==> config.mk <==
export PLATFORM = sky130hd
export DESIGN_NAME = uart_depacketizer
export DESIGN_NICKNAME = d
export VERILOG_FILES = /design/src/rtl/uart_depacketizer.sv
export SDC_FILE = /design/constraint.sdc
export NUM_CORES = 1
export LEC_CHECK = 0
export ABC_AREA = 1
export ABC_CLOCK_PERIOD_IN_PS = 1900
export CORE_MARGIN = 1
export CORE_UTILIZATION = 59
export CTS_CLUSTER_DIAMETER = 100
export DETAILED_ROUTE_END_ITERATION = 8
export GPL_ROUTABILITY_DRIVEN = 1
export PLACE_DENSITY = 0.79
export SYNTH_ARGS = -nofsm -noshare
export SYNTH_HDL_FRONTEND = slang
export SYNTH_SLANG_ARGS = --single-unit
==> constraint.sdc <==
create_clock -name clk -period 1.9 [get_ports clk]
set_input_delay 0.38 -clock clk [delete_from_list [all_inputs] [get_ports clk]]
set_output_delay 0.38 -clock clk [all_outputs]
set_load 0.1 [all_outputs]
==> src/rtl/uart_depacketizer.sv <==
// UART 8N1 receiver feeding a framing FSM: 0xA5, LEN, payload[, checksum].
// Define UART_DEPACKETIZER_CHECKSUM_EN to require a trailing XOR checksum byte.
module uart_depacketizer #(
   parameter int unsigned CLKS_PER_BIT = 16,
   parameter int unsigned MAX_LEN      = 16,
   parameter int unsigned TIMEOUT_BITS = 20
) (
   input  logic       clk,
   input  logic       rst,
   input  logic       serial_in,
   output logic [7:0] data_out,
   output logic       data_valid,
   output logic       sop,
   output logic       eop,
   output logic       pkt_ok,
   output logic       pkt_err,
   output logic       rx_busy
);

   localparam int unsigned CntW = (CLKS_PER_BIT > 1) ? $clog2(CLKS_PER_BIT) : 1;
   localparam logic [CntW-1:0] BitLast  = CntW'(CLKS_PER_BIT - 1);
   localparam logic [CntW-1:0] HalfLast = CntW'(CLKS_PER_BIT / 2 - 1);
   localparam int unsigned ToCycles = TIMEOUT_BITS * CLKS_PER_BIT;
   localparam int unsigned ToW      = $clog2(ToCycles + 1);
   localparam logic [ToW-1:0] ToLast = ToW'(ToCycles - 1);
   localparam logic [7:0] MaxLen = 8'(MAX_LEN);

   typedef enum logic [1:0] {RxIdle, RxStart, RxData, RxStop} rx_state_e;
`ifdef UART_DEPACKETIZER_CHECKSUM_EN
   typedef enum logic [1:0] {PkIdle, PkLen, PkPayload, PkChk} pk_state_e;
`else
   typedef enum logic [1:0] {PkIdle, PkLen, PkPayload} pk_state_e;
`endif

   logic            r_sync1, r_sync2, r_sync3;
   rx_state_e       r_rx_state;
   logic [CntW-1:0] r_clk_cnt;
   logic [2:0]      r_bit_idx;
   logic [7:0]      r_shift;
   logic            r_rx_busy;
   logic            r_rx_done;
   logic            r_rx_ferr;

   pk_state_e       r_pk_state;
   logic [7:0]      r_len;
   logic [7:0]      r_pay_cnt;
   logic [ToW-1:0]  r_to_cnt;
`ifdef UART_DEPACKETIZER_CHECKSUM_EN
   logic [7:0]      r_chk;
`endif
   logic [7:0]      r_data_out;
   logic            r_data_valid, r_sop, r_eop, r_pkt_ok, r_pkt_err;

   logic w_fall;
   logic w_last;

   assign w_fall = r_sync3 & ~r_sync2;
   assign w_last = (r_pay_cnt == (r_len - 8'd1));

   assign data_out   = r_data_out;
   assign data_valid = r_data_valid;
   assign sop        = r_sop;
   assign eop        = r_eop;
   assign pkt_ok     = r_pkt_ok;
   assign pkt_err    = r_pkt_err;
   assign rx_busy    = r_rx_busy;

   // r_sync3 only holds the previous synchronized level for edge detection.
   always_ff @(posedge clk or negedge rst) begin
      if (!rst) begin
         r_sync1 <= 1'b1;
         r_sync2 <= 1'b1;
         r_sync3 <= 1'b1;
      end else begin
         r_sync1 <= serial_in;
         r_sync2 <= r_sync1;
         r_sync3 <= r_sync2;
      end
   end

   always_ff @(posedge clk or negedge rst) begin
      if (!rst) begin
         r_rx_state <= RxIdle;
         r_clk_cnt  <= '0;
         r_bit_idx  <= '0;
         r_shift    <= '0;
         r_rx_busy  <= 1'b0;
         r_rx_done  <= 1'b0;
         r_rx_ferr  <= 1'b0;
      end else begin
         r_rx_done <= 1'b0;
         r_rx_ferr <= 1'b0;
         case (r_rx_state)
            RxIdle: begin
               if (w_fall) begin
                  r_rx_state <= RxStart;
                  r_clk_cnt  <= '0;
                  r_rx_busy  <= 1'b1;
               end
            end
            RxStart: begin
               if (r_clk_cnt == HalfLast) begin
                  r_clk_cnt <= '0;
                  r_bit_idx <= '0;
                  // Line back high at mid start bit: glitch, not a byte.
                  if (r_sync2) begin
                     r_rx_state <= RxIdle;
                     r_rx_busy  <= 1'b0;
                  end else begin
                     r_rx_state <= RxData;
                  end
               end else begin
                  r_clk_cnt <= r_clk_cnt + 1'b1;
               end
            end
            RxData: begin
               if (r_clk_cnt == BitLast) begin
                  r_clk_cnt <= '0;
                  r_shift   <= {r_sync2, r_shift[7:1]};
                  if (r_bit_idx == 3'd7) begin
                     r_rx_state <= RxStop;
                  end else begin
                     r_bit_idx <= r_bit_idx + 3'd1;
                  end
               end else begin
                  r_clk_cnt <= r_clk_cnt + 1'b1;
               end
            end
            RxStop: begin
               if (r_clk_cnt == BitLast) begin
                  r_clk_cnt  <= '0;
                  r_rx_state <= RxIdle;
                  r_rx_busy  <= 1'b0;
                  r_rx_done  <= r_sync2;
                  r_rx_ferr  <= ~r_sync2;
               end else begin
                  r_clk_cnt <= r_clk_cnt + 1'b1;
               end
            end
            default: begin
               r_rx_state <= RxIdle;
               r_rx_busy  <= 1'b0;
            end
         endcase
      end
   end

   always_ff @(posedge clk or negedge rst) begin
      if (!rst) begin
         r_pk_state   <= PkIdle;
         r_len        <= '0;
         r_pay_cnt    <= '0;
         r_to_cnt     <= '0;
`ifdef UART_DEPACKETIZER_CHECKSUM_EN
         r_chk        <= '0;
`endif
         r_data_out   <= '0;
         r_data_valid <= 1'b0;
         r_sop        <= 1'b0;
         r_eop        <= 1'b0;
         r_pkt_ok     <= 1'b0;
         r_pkt_err    <= 1'b0;
      end else begin
         r_data_valid <= 1'b0;
         r_sop        <= 1'b0;
         r_eop        <= 1'b0;
         r_pkt_ok     <= 1'b0;
         r_pkt_err    <= 1'b0;

         // Inter-byte idle timer runs only while a packet is open and the line is quiet.
         if (r_pk_state == PkIdle || r_rx_busy || r_rx_done || r_rx_ferr) begin
            r_to_cnt <= '0;
         end else begin
            r_to_cnt <= r_to_cnt + 1'b1;
         end

         if (r_rx_ferr) begin
            if (r_pk_state != PkIdle) begin
               r_pkt_err  <= 1'b1;
               r_pk_state <= PkIdle;
            end
         end else if (r_rx_done) begin
            case (r_pk_state)
               PkIdle: begin
                  if (r_shift == 8'hA5) begin
                     r_pk_state <= PkLen;
                  end
               end
               PkLen: begin
                  if (r_shift != 8'd0 && r_shift <= MaxLen) begin
                     r_len      <= r_shift;
                     r_pay_cnt  <= '0;
`ifdef UART_DEPACKETIZER_CHECKSUM_EN
                     r_chk      <= r_shift;
`endif
                     r_pk_state <= PkPayload;
                  end else begin
                     r_pkt_err  <= 1'b1;
                     r_pk_state <= PkIdle;
                  end
               end
               PkPayload: begin
                  r_data_out   <= r_shift;
                  r_data_valid <= 1'b1;
                  r_sop        <= (r_pay_cnt == 8'd0);
                  r_eop        <= w_last;
                  r_pay_cnt    <= r_pay_cnt + 8'd1;
`ifdef UART_DEPACKETIZER_CHECKSUM_EN
                  r_chk        <= r_chk ^ r_shift;
                  if (w_last) begin
                     r_pk_state <= PkChk;
                  end
`else
                  if (w_last) begin
                     r_pkt_ok   <= 1'b1;
                     r_pk_state <= PkIdle;
                  end
`endif
               end
`ifdef UART_DEPACKETIZER_CHECKSUM_EN
               PkChk: begin
                  r_pkt_ok   <= (r_shift == r_chk);
                  r_pkt_err  <= (r_shift != r_chk);
                  r_pk_state <= PkIdle;
               end
`endif
               default: r_pk_state <= PkIdle;
            endcase
         end else if (r_pk_state != PkIdle && !r_rx_busy && r_to_cnt == ToLast) begin
            r_pkt_err  <= 1'b1;
            r_pk_state <= PkIdle;
         end
      end
   end

endmodule

==> run_results.csv <==
group,metric,value,unit
outcome,status,"complete, no violations",
clock_network,cts.repair_timing.setup_buffer_count,0,
place,preCtsSetupSlack,195,ps
clock_network,clockBufferDepth,2,
critical_path,cp-start-kind,"flop",
critical_path,critical_path.reg2reg.endpoint,"r_pk_state[1]$_DFFE_PN0P_",
die,start_util,63.3,%
power_and_ir_drop,sequentialPowerShare,47.7,%
clock_network,cts.clk_slew.worst_paths,70,ps
global_routing,grt_pass1_wl,9520,microns
final_layout,layout.nets,401,
die,design.die.area,0.00553,sq mm
critical_path,type_of_element_capturing_the_critical_path,"flop",
power_and_ir_drop,internal-power,0.00220,W
yosys,yosysTopAreaCell,"sky130_fd_sc_hd__dfrtp_1",
critical_path,setup.worst_path.class,"reg -> reg",
die,die_height,74.4,microns
critical_path,reg_to_reg_slack_setup,190,ps
global_routing,grt_max_degree,26,
flow_run,count_of_max_cap_constraint_violations,0,
global_routing,grt_use_total,23.1,%
yosys,seq_cells_post_synth,62,
power_and_ir_drop,vdd_drop_max,0.000923,V
clock_network,insertion_delay,330,ps
global_routing,global_route.overflow_total,0,
die,ios,17,
sta,slew_viol_final,0,
routing,drt_drc_violations_left,0,
power_and_ir_drop,switching_share,29.4,%
power_and_ir_drop,cellPowerDensity,892,mW/mm^2
power_and_ir_drop,total_leakage_power,1.73,nW
yosys,post_syn_nets,377,
clock_network,ctsHtreeMaxLevel,3,
yosys,synth_edf_count,0,
yosys,synth-seq-area-share,50.3,%
sta,final_min_period_over_clock_period,89.9,%
final_layout,finish.utilization,71.6,%
die,core_area,0.00488,sq mm
sta,timing_worst_slew_pin_value,494,ps
routing,drt-total-wl,5740,microns
clock_network,post_cts_hold_buffer_count,0,
yosys,post-synth-top-area-fraction,47.8,%
yosys,synth_top_cells_by_count,"sky130_fd_sc_hd__nand2_1 (93), sky130_fd_sc_hd__dfrtp_1 (59), sky130_fd_sc_hd__inv_1 (43), sky130_fd_sc_hd__nor2_1 (30), sky130_fd_sc_hd__o21ai_0 (24)",
global_routing,first_global_vias,2159,
sta,layout_min_cycle_time,1710,ps
place,port_buffers,16,
yosys,syn_avg_cell_area,8.42,sq um
power_and_ir_drop,total_switching_power,0.000916,W
power_and_ir_drop,comb_power_share,16.1,%
routing,avgRoutedWirePerCell,12.4,microns
die,num_rows,25,
yosys,synth_area_leaders,"sky130_fd_sc_hd__dfrtp_1 (48%), sky130_fd_sc_hd__nand2_1 (11%), sky130_fd_sc_hd__inv_1 (5.2%), sky130_fd_sc_hd__o21ai_0 (3.9%), sky130_fd_sc_hd__nor2_1 (3.6%)",
routing,vias_per_cell,5.16,
clock_network,cts_tree,"built",
global_routing,grt_antenna_before_repair,0,
sta,timing_hold_violations_final,0,
critical_path,crit-reg2reg-launch,"r_len[0]$_DFFE_PN0P_",
die,chipWidth,74.4,microns
yosys,yosys_most_used_dff,"sky130_fd_sc_hd__dfrtp_1",
min_path,hold_class,"in -> async",
place,gp_congestion,0.872,
clock_network,clkSinkCount,62,
sta,worst_slack,192,ps
sta,rsz_0062_raised_after_global_routing,"false",
routing,vias,2391,
yosys,post_synth_instance_area,0.00309,sq mm
critical_path,arr_time_crit_path,1920,ps
yosys,post_synthesis_instance_total,367,
clock_network,numCtsBuffers,9,
critical_path,worst_ep_required_time,2120,ps
final_layout,drive_above_1_share,15.9,%
yosys,synth-warning-count,0,
critical_path,worst_r2r_path_depth,11,
clock_network,root_buffer_selected_by_cts,"sky130_fd_sc_hd__clkbuf_8",
place,dpl.hpwl,4170,microns
sta,finalClockSkew,7.90,ps
final_layout,fillers,381,
sta,fin_tns_setup,0,ps
final_layout,antennaDiodeCount,0,
sta,finalSetupViolCount,0,
critical_path,critical_path.max_fanout,4,
sta,maxClockFrequency,0.586,GHz
yosys,synth-async-reset-ratio,100,%
routing,drt_first_pass_iters,5,
yosys,synth_most_common_cell,"sky130_fd_sc_hd__nand2_1",
final_layout,area_growth,13.1,%
power_and_ir_drop,power.clock.fraction,36.2,%
sta,timing.slew.headroom,67.1,%
routing,initialDrtViolationCount,184,
routing,ant_nets,0,
clock_network,post_cts.resized_instances,0,
yosys,number_of_distinct_standard_cells_referenced_by_the_synthesized_netlist,36,
[routing by layer]
layer | GRT usage (%) | up-vias | wire length, microns
met5 | 0 | - | 0
met4 | 9.43 | 0 | 66
met3 | 6.10 | 7 | 166
met2 | 36.4 | 42 | 2710
met1 | 30.4 | 1113 | 2800
li1 | - | 1229 | -
[per-stage QoR]
stage / total power (W) / hold WS, ps / area, sq um / std cells
after global routing: 0.00327 / 30.0 / 3490 / 463
final: 0.00312 / 10.5 / 3490 / 463
after floorplan: 0.00189 / 84.4 / 3090 / 367
after detailed placement: 0.00201 / 353 / 3300 / 447
after CTS: 0.00315 / 17.3 / 3490 / 463
after global placement: 0.00200 / 346 / 3300 / 447
[area by class of cell]
class,count,area (sq um),share of cell area (%)
clock inverters,4,47.5,1.36
repair buffers,20,175,5.01
multi-input cells,250,1310,37.3
inverters,48,183,5.23
flip-flops and latches,62,1560,44.5
clock buffers,12,145,4.15
well taps,67,83.8,2.40
[worst max-delay path by stage]
stage,from,to,slack (ps)
final,r_len[0]$_DFFE_PN0P_,r_pk_state[1]$_DFFE_PN0P_,190
after global routing,r_len[0]$_DFFE_PN0P_,r_pk_state[1]$_DFFE_PN0P_,40
after CTS,r_len[0]$_DFFE_PN0P_,r_pk_state[1]$_DFFE_PN0P_,180
after detailed placement,r_len[0]$_DFFE_PN0P_,r_pk_state[1]$_DFFE_PN0P_,190
after global placement,r_len[0]$_DFFE_PN0P_,r_pk_state[1]$_DFFE_PN0P_,320
after floorplan,eop$_DFF_PN0_,pkt_ok,200
[power by group through the flow]
stage / Combinational (W) / Sequential, W / Clock, W
6_report: 0.000500 / 0.00149 / 0.00113
3_5_place_dp: 0.000505 / 0.00151 / 0
5_1_grt: 0.000572 / 0.00150 / 0.00120
2_1_floorplan: 0.000339 / 0.00155 / 0
4_1_cts: 0.000508 / 0.00149 / 0.00115
3_3_place_gp: 0.000491 / 0.00151 / 0
[flip-flops by register name, indices dropped and copies added, names as in the netlist, named ones only]
| signal | flops |
|---|---|
| r_clk_cnt | 4 |
| r_sync2 | 1 |
| rx_busy | 1 |
| r_rx_done | 1 |
| eop | 1 |
| r_shift | 8 |
| data_out | 8 |
| sop | 1 |
| r_bit_idx | 3 |
| r_sync3 | 1 |
| r_rx_ferr | 1 |
| r_rx_state | 1 |
| r_pay_cnt | 8 |
| data_valid | 1 |
| r_sync1 | 1 |
| r_len | 8 |
| r_pk_state | 2 |
| pkt_err | 1 |
| r_to_cnt | 9 |
[worst max-delay path: stages (launching register included)]
cell and delay, ps:
sky130_fd_sc_hd__dfrtp_1 440, sky130_fd_sc_hd__inv_1 100, sky130_fd_sc_hd__ha_1 320, sky130_fd_sc_hd__xnor2_1 130, sky130_fd_sc_hd__nor2_1 90, sky130_fd_sc_hd__nand3_1 80, sky130_fd_sc_hd__nor2_1 80, sky130_fd_sc_hd__nand3_1 90
sky130_fd_sc_hd__nand2_1 90, sky130_fd_sc_hd__nand2_1 60, sky130_fd_sc_hd__nand2_1 60, sky130_fd_sc_hd__nand2_1 50
[cells in the final DEF (no fill, tap or decap), types with 5 or more instances in the layout]
cell type / instances
sky130_fd_sc_hd__o21ai_0: 24
sky130_fd_sc_hd__xor2_1: 7
sky130_fd_sc_hd__nor3_1: 10
sky130_fd_sc_hd__nand3_1: 21
sky130_fd_sc_hd__xnor2_1: 5
sky130_fd_sc_hd__nand2_1: 93
sky130_fd_sc_hd__dfrtp_1: 59
sky130_fd_sc_hd__buf_4: 16
sky130_fd_sc_hd__a21oi_1: 5
sky130_fd_sc_hd__clkbuf_8: 10
sky130_fd_sc_hd__nand4_1: 6
sky130_fd_sc_hd__nor2_2: 10
sky130_fd_sc_hd__ha_1: 7
sky130_fd_sc_hd__o21ai_1: 8
sky130_fd_sc_hd__inv_1: 43
sky130_fd_sc_hd__nor2_1: 30
[kinds of logic after synthesis]
kind of cell	synth area share, %
xor gates and xnor gates	3.40
and+or+nand+nor	27.5
buffers and inverters	7.45
AOI/OAI and AO/OA	8.50
adders and majority gates	2.83
DFF	50.3
No activity file was read; power rests on OpenSTA's default activity.
